### src/rtl/sim_run_monitor.sv
// Run-control monitor for SoC benches: generates the core reset, counts RUN cycles
// and retirements, detects tohost/halt/timeout end-of-test and keeps a PC trace ring.
module sim_run_monitor #(
    parameter int                XLEN           = 32,
    parameter int                RESET_CYCLES   = 4,
    parameter int                TIMEOUT_CYCLES = 50,
    parameter int                HALT_REPEAT    = 8,
    parameter logic [XLEN-1:0]   TOHOST_ADDR    = 32'h8000_1000,
    parameter int                TRACE_DEPTH    = 16,
    localparam int               IDX_W          = $clog2(TRACE_DEPTH)
) (
    input  logic              clk,
    input  logic              rst,
    output logic              core_rst_n,
    input  logic              retire_valid,
    input  logic [XLEN-1:0]   retire_pc,
    input  logic              store_valid,
    input  logic [XLEN-1:0]   store_addr,
    input  logic [XLEN-1:0]   store_data,
    output logic              done,
    output logic              pass,
    output logic [XLEN-2:0]   fail_code,
    output logic              timeout,
    output logic              halted,
    output logic [31:0]       cycle_count,
    output logic [31:0]       retired_count,
    input  logic [IDX_W-1:0]  trace_rd_idx,
    output logic [XLEN-1:0]   trace_rd_pc,
    output logic [IDX_W:0]    trace_count
);

    typedef enum logic [2:0] {
        S_HOLD,
        S_RUN,
        S_PASS,
        S_FAIL,
        S_TIMEOUT,
        S_HALT
    } state_t;

    state_t            state, state_nxt;
    logic [31:0]       hold_cnt;
    logic [31:0]       halt_cnt;
    logic [31:0]       halt_nxt;
    logic [31:0]       cycle_inc;
    logic [XLEN-1:0]   last_pc;
    logic              have_last;
    logic [IDX_W-1:0]  head;
    logic [IDX_W-1:0]  rd_slot;
    logic              tohost_hit;
    logic              halt_hit;
    logic              timeout_hit;
    logic [XLEN-1:0]   trace_mem [TRACE_DEPTH];

    always_comb begin
        state_nxt   = state;
        cycle_inc   = cycle_count + 32'd1;
        // The first retire after HOLD has no predecessor, so it always starts a fresh run of 1.
        halt_nxt    = (have_last && retire_pc == last_pc) ? halt_cnt + 32'd1 : 32'd1;
        tohost_hit  = store_valid && store_addr == TOHOST_ADDR && store_data[0];
        halt_hit    = retire_valid && halt_nxt == 32'(HALT_REPEAT);
        timeout_hit = cycle_inc == 32'(TIMEOUT_CYCLES);
        case (state)
            S_HOLD: begin
                if (hold_cnt == 32'(RESET_CYCLES - 1)) state_nxt = S_RUN;
            end
            S_RUN: begin
                if (tohost_hit)
                    state_nxt = (store_data == {{(XLEN-1){1'b0}}, 1'b1}) ? S_PASS : S_FAIL;
                else if (halt_hit)
                    state_nxt = S_HALT;
                else if (timeout_hit)
                    state_nxt = S_TIMEOUT;
            end
            default: state_nxt = state;
        endcase
    end

    always_ff @(posedge clk) begin
        if (rst) state <= S_HOLD;
        else     state <= state_nxt;
    end

    always_ff @(posedge clk) begin
        if (rst) begin
            core_rst_n    <= 1'b0;
            hold_cnt      <= '0;
            halt_cnt      <= '0;
            last_pc       <= '0;
            have_last     <= 1'b0;
            head          <= '0;
            trace_count   <= '0;
            cycle_count   <= '0;
            retired_count <= '0;
            fail_code     <= '0;
        end else begin
            if (state == S_HOLD) begin
                hold_cnt <= hold_cnt + 32'd1;
                if (state_nxt == S_RUN) core_rst_n <= 1'b1;
            end
            if (state == S_RUN) begin
                cycle_count <= cycle_inc;
                if (retire_valid) begin
                    retired_count <= retired_count + 32'd1;
                    head          <= head + IDX_W'(1);
                    halt_cnt      <= halt_nxt;
                    last_pc       <= retire_pc;
                    have_last     <= 1'b1;
                    if (trace_count != (IDX_W+1)'(TRACE_DEPTH))
                        trace_count <= trace_count + (IDX_W+1)'(1);
                end
                if (state_nxt == S_FAIL) fail_code <= store_data[XLEN-1:1];
            end
        end
    end

    // Trace RAM carries no reset; trace_count alone decides which entries are readable.
    always_ff @(posedge clk) begin
        if (!rst && state == S_RUN && retire_valid) trace_mem[head] <= retire_pc;
    end

    assign rd_slot     = head - IDX_W'(1) - trace_rd_idx;
    assign trace_rd_pc = ({1'b0, trace_rd_idx} < trace_count) ? trace_mem[rd_slot] : '0;

    assign pass    = (state == S_PASS);
    assign timeout = (state == S_TIMEOUT);
    assign halted  = (state == S_HALT);
    assign done    = (state == S_PASS) || (state == S_FAIL) ||
                     (state == S_TIMEOUT) || (state == S_HALT);

endmodule

### config.mk
export PLATFORM = sky130hd
export DESIGN_NAME = sim_run_monitor
export DESIGN_NICKNAME = d
export VERILOG_FILES = /design/src/rtl/sim_run_monitor.sv
export SDC_FILE = /design/constraint.sdc
export NUM_CORES = 1
export LEC_CHECK = 0
export ABC_AREA = 1
export BUFFER_PORTS_ARGS = -buffer_cell sky130_fd_sc_hd__buf_4
export CORE_ASPECT_RATIO = 0.6
export CORE_UTILIZATION = 60
export CTS_CLUSTER_SIZE = 40
export DETAILED_ROUTE_END_ITERATION = 6
export HOLD_SLACK_MARGIN = 0.03
export PLACE_DENSITY = 0.81
export SLEW_MARGIN = 40
export SYNTH_ARGS = -nofsm -noshare
export SYNTH_HDL_FRONTEND = slang
export SYNTH_SLANG_ARGS = --single-unit
### constraint.sdc
create_clock -name clk -period 4.6 [get_ports clk]
set_input_delay 0 -clock clk [delete_from_list [all_inputs] [get_ports clk]]
set_output_delay 0 -clock clk [all_outputs]
set_load 0.01 [all_outputs]
==> key figures <==
Outcome
  • Status: finished with violations
  • Failing checks: DRC

Critical path
  • Worst Setup Start Kind: flip-flop
  • Worst-path maximum fanout: 54
  • Reg-to-reg endpoint: retired_count[31]$_SDFFE_PP0P_
  • Reg-to-Reg Start: state[0]$_SDFF_PP0_
  • CP Data Required Time: 4.60 ns
  • Crit path kind: flip-flop to output port
  • Worst Setup SP: head[0]$_SDFFE_PP0P_
  • Crit path capture type: output port
  • Worst-case reg-to-reg path depth: 19
  • CP endpoint: trace_rd_pc[10]
  • Worst R2R Setup Slack: 0.95 ns
  • CP arrival: 3.96 ns

Die
  • Overall die height: 181 um
  • Initial Util: 60.8%
  • I/O Pins: 241
  • Die Area: 54200 um2
  • Num rows: 65
  • Core ar.: 52500 um2
  • DIE WIDTH: 300 um

Routing
  • Drt pass-1 iters: 7
  • Initial DRC count: 3354
  • Detailed Route WL: 87.0 mm
  • DR vias: 25800
  • Routed Antenna Nets: 0
  • Residual DRC: 2
  • Vias per inst: 5.93
  • Wire per inst: 20.0 um

Timing
  • Minimum clock period: 3.96 ns
  • Count of final hold-check violations: 0
  • Worst Max-Slew Pin Slew: 0.866 ns
  • Period utilization: 86.0%
  • Final TNS setup: 0 ns
  • Unrepaired setup endpoints after global routing: no
  • Worst Slack Setup Final: 0.643 ns
  • Slew Limit Fails: 0
  • Final setup viols: 0
  • Highest clock rate: 253 MHz
  • Clock Skews: 0.0184 ns
  • Rel. slew slack: 42.1%

Synthesis
  • Register area share after synthesis: 61.0%
  • Largest area contributor in the netlist: edfxtp_1
  • Most used DFF post-synth: edfxtp_1
  • Mapped Cells: 3333
  • Post-synthesis cell area: 31900 um2
  • Post-synth cell types: 51
  • Ys async rst share: 0%
  • Mapped Nets: 3455
  • Synth warnings: 0
  • Register bit total from synthesis: 717
  • Synthesized area per cell: 9.58 um2
  • Synth area leaders: edfxtp_1 (48%), dfxtp_1 (13%), o21ai_0 (7.9%)
  • Post-synth EDFFs: 512
  • Share of the synthesized area in the top cell type: 48.1%

Hold path
  • Min-Delay Path Class: primary input to flip-flop
  • Hold depth: 7

Layout
  • Syn-to-layout area delta: 17.7%
  • Nets: 3721
  • Share of layout cells above drive strength 1: 13.5%

Power
  • Sequential Power Share: 48.2%
  • Pwr Density: 395 nW/um2
  • Cell internal pwr: 0.0110 W
  • Peak supply drop: 344 uV
  • Sw Ratio: 25.9%
  • Gate power share: 13.1%
  • Leakage: 13.9 nW
  • NetSw: 0.00385 W
  • Clk pwr share: 38.7%

Place
  • Port buffer count: 240
  • DP HPWL: 52.9 mm
  • GPL Wtd Cong: 0.968
  • Dpl ws: 1.05 ns

CTS
  • CTS tree: yes
  • H-tree Lvls: 3
  • Post-CTS setup buffer count: 0
  • Number of clock sinks: 717
  • Clk_lat worst skew: 0.60 ns
  • CTS Buffer Depth: 3
  • Root buf cell: clkbuf_16
  • TritonCTS buffer count: 67
  • Clock Pin Slew Worst Setup and Hold Paths: 0.06 ns

Global routing
  • Largest net degree at the start of global routing: 98
  • Total GRT Usage: 31.4%
  • Grt ovf: 0
  • First-pass GRT wire length: 133 mm
  • Vias in the first global route: 23600
  • Initial antenna violation count: 1

Run
  • Max-cap violations: 0
## per-stage QoR
step	total power (W)	area (um2)	hold slack, ns	util, %	std cells
after floorplan	0.00840	31900	0.0989	-	3333
after global placement	0.00907	34500	0.324	65.6	4155
after detailed placement	0.00912	34600	0.319	65.8	4161
after CTS	0.0148	37500	0.0346	71.4	4351
after global routing	0.0153	37600	0.119	71.5	4357
final	0.0148	37600	0.0741	71.5	4358
## synthesized netlist by cell type, types with 31 or more instances
cell type,instances
nor2_1,591
edfxtp_1,512
o21ai_0,501
nand2_1,410
inv_1,325
dfxtp_1,205
clkbuf_1,149
a21oi_1,134
nand3_1,69
nand4_1,66
o221ai_1,62
nor3_1,48
xor2_1,40
mux2_2,31
## cell type report
class	count	area, um2
antenna	2	5.00
clock buffer	81	1780
clock inverter	42	467
fill	3720	15000
inverter	333	1260
multi-input combinational	2121	10700
sequential	717	19500
tap	703	880
timing repair buffer	359	2980
## state kept, by name, summed over array words and instances, names as in the netlist
register	flops
trace_count	5
cycle_count	32
halt_cnt	32
state	3
have_last	1
hold_cnt	32
core_rst_n	1
trace_mem	512
retired_count	32
head	4
fail_code	31
last_pc	32
## critical path, stage by stage, from the launching register on
cell and delay (ns):
dfxtp_1 0.47, ha_4 0.19, fa_4 0.86, clkinv_2 0.15, buf_4 0.50, o21ai_0 0.21, o221ai_1 0.26, o21ai_0 0.12
mux2_2 0.33, nor2_1 0.12, buf_4 0.13
## logic make-up after synthesis
| logic type | after synthesis | synth area share (%) |
|---|---|---|
| xor gates and xnor gates | 53 | 1.45 |
| AOI/OAI and AO/OA | 750 | 12.9 |
| DFF | 717 | 61.0 |
| buffers and inverters | 495 | 5.95 |
| and+or+nand+nor | 1269 | 16.9 |
| adders and majority gates | 18 | 0.729 |
| muxes | 31 | 1.09 |
## worst min-delay path by stage
stage                    from                         end  slack, ns
2_1_floorplan    retire_pc[0]   trace_mem[0][0]$_DFFE_PP_        0.1
3_3_place_gp    retire_pc[21]  trace_mem[6][21]$_DFFE_PP_       0.32
3_5_place_dp    retire_pc[21]  trace_mem[6][21]$_DFFE_PP_       0.32
4_1_cts         store_addr[4]         state[1]$_SDFF_PP0_       0.03
5_1_grt        store_addr[27]   fail_code[2]$_SDFFE_PP0P_       0.12
6_report       store_addr[28]  fail_code[15]$_SDFFE_PP0P_       0.07
## cells in the final DEF (no fill, tap or decap), types with 16 or more instances in the layout
cell,n
buf_4,277
nor2_1,578
dlygate4sd3_1,70
nor4_1,22
nor2_4,23
o21ai_0,501
clkbuf_16,68
clkinv_1,17
nand4_1,66
nand2_1,410
xor2_1,40
edfxtp_1,512
o221ai_1,62
nor3_1,44
nand3_1,69
mux2_2,31
dfxtp_1,205
inv_1,322
a21oi_1,134
ha_1,16
## what timing repair did
item / in CTS / in global routing
hold buffers: 67 / 3
endpoints found under the hold margin: 590 / 1
resized for setup: 0 / 0
## per-layer routing
| metal | share of wire (%) | track usage, % |
|---|---|---|
| met4 | 2.9 | 9.31 |
| met5 | 0 | 0 |
| met2 | 42 | 44.3 |
| met3 | 12 | 7.01 |
| met1 | 43 | 48.4 |
## power groups by stage
| stage | Sequential (W) | Combinational (W) | Clock, W |
|---|---|---|---|
| after CTS | 0.00713 | 0.00190 | 0.00579 |
| after detailed placement | 0.00727 | 0.00184 | 0 |
| final | 0.00714 | 0.00194 | 0.00574 |
| after global routing | 0.00715 | 0.00213 | 0.00603 |
| after global placement | 0.00727 | 0.00180 | 0 |
| after floorplan | 0.00726 | 0.00114 | 0 |
Note: power is estimated with default switching activity, not from simulation.
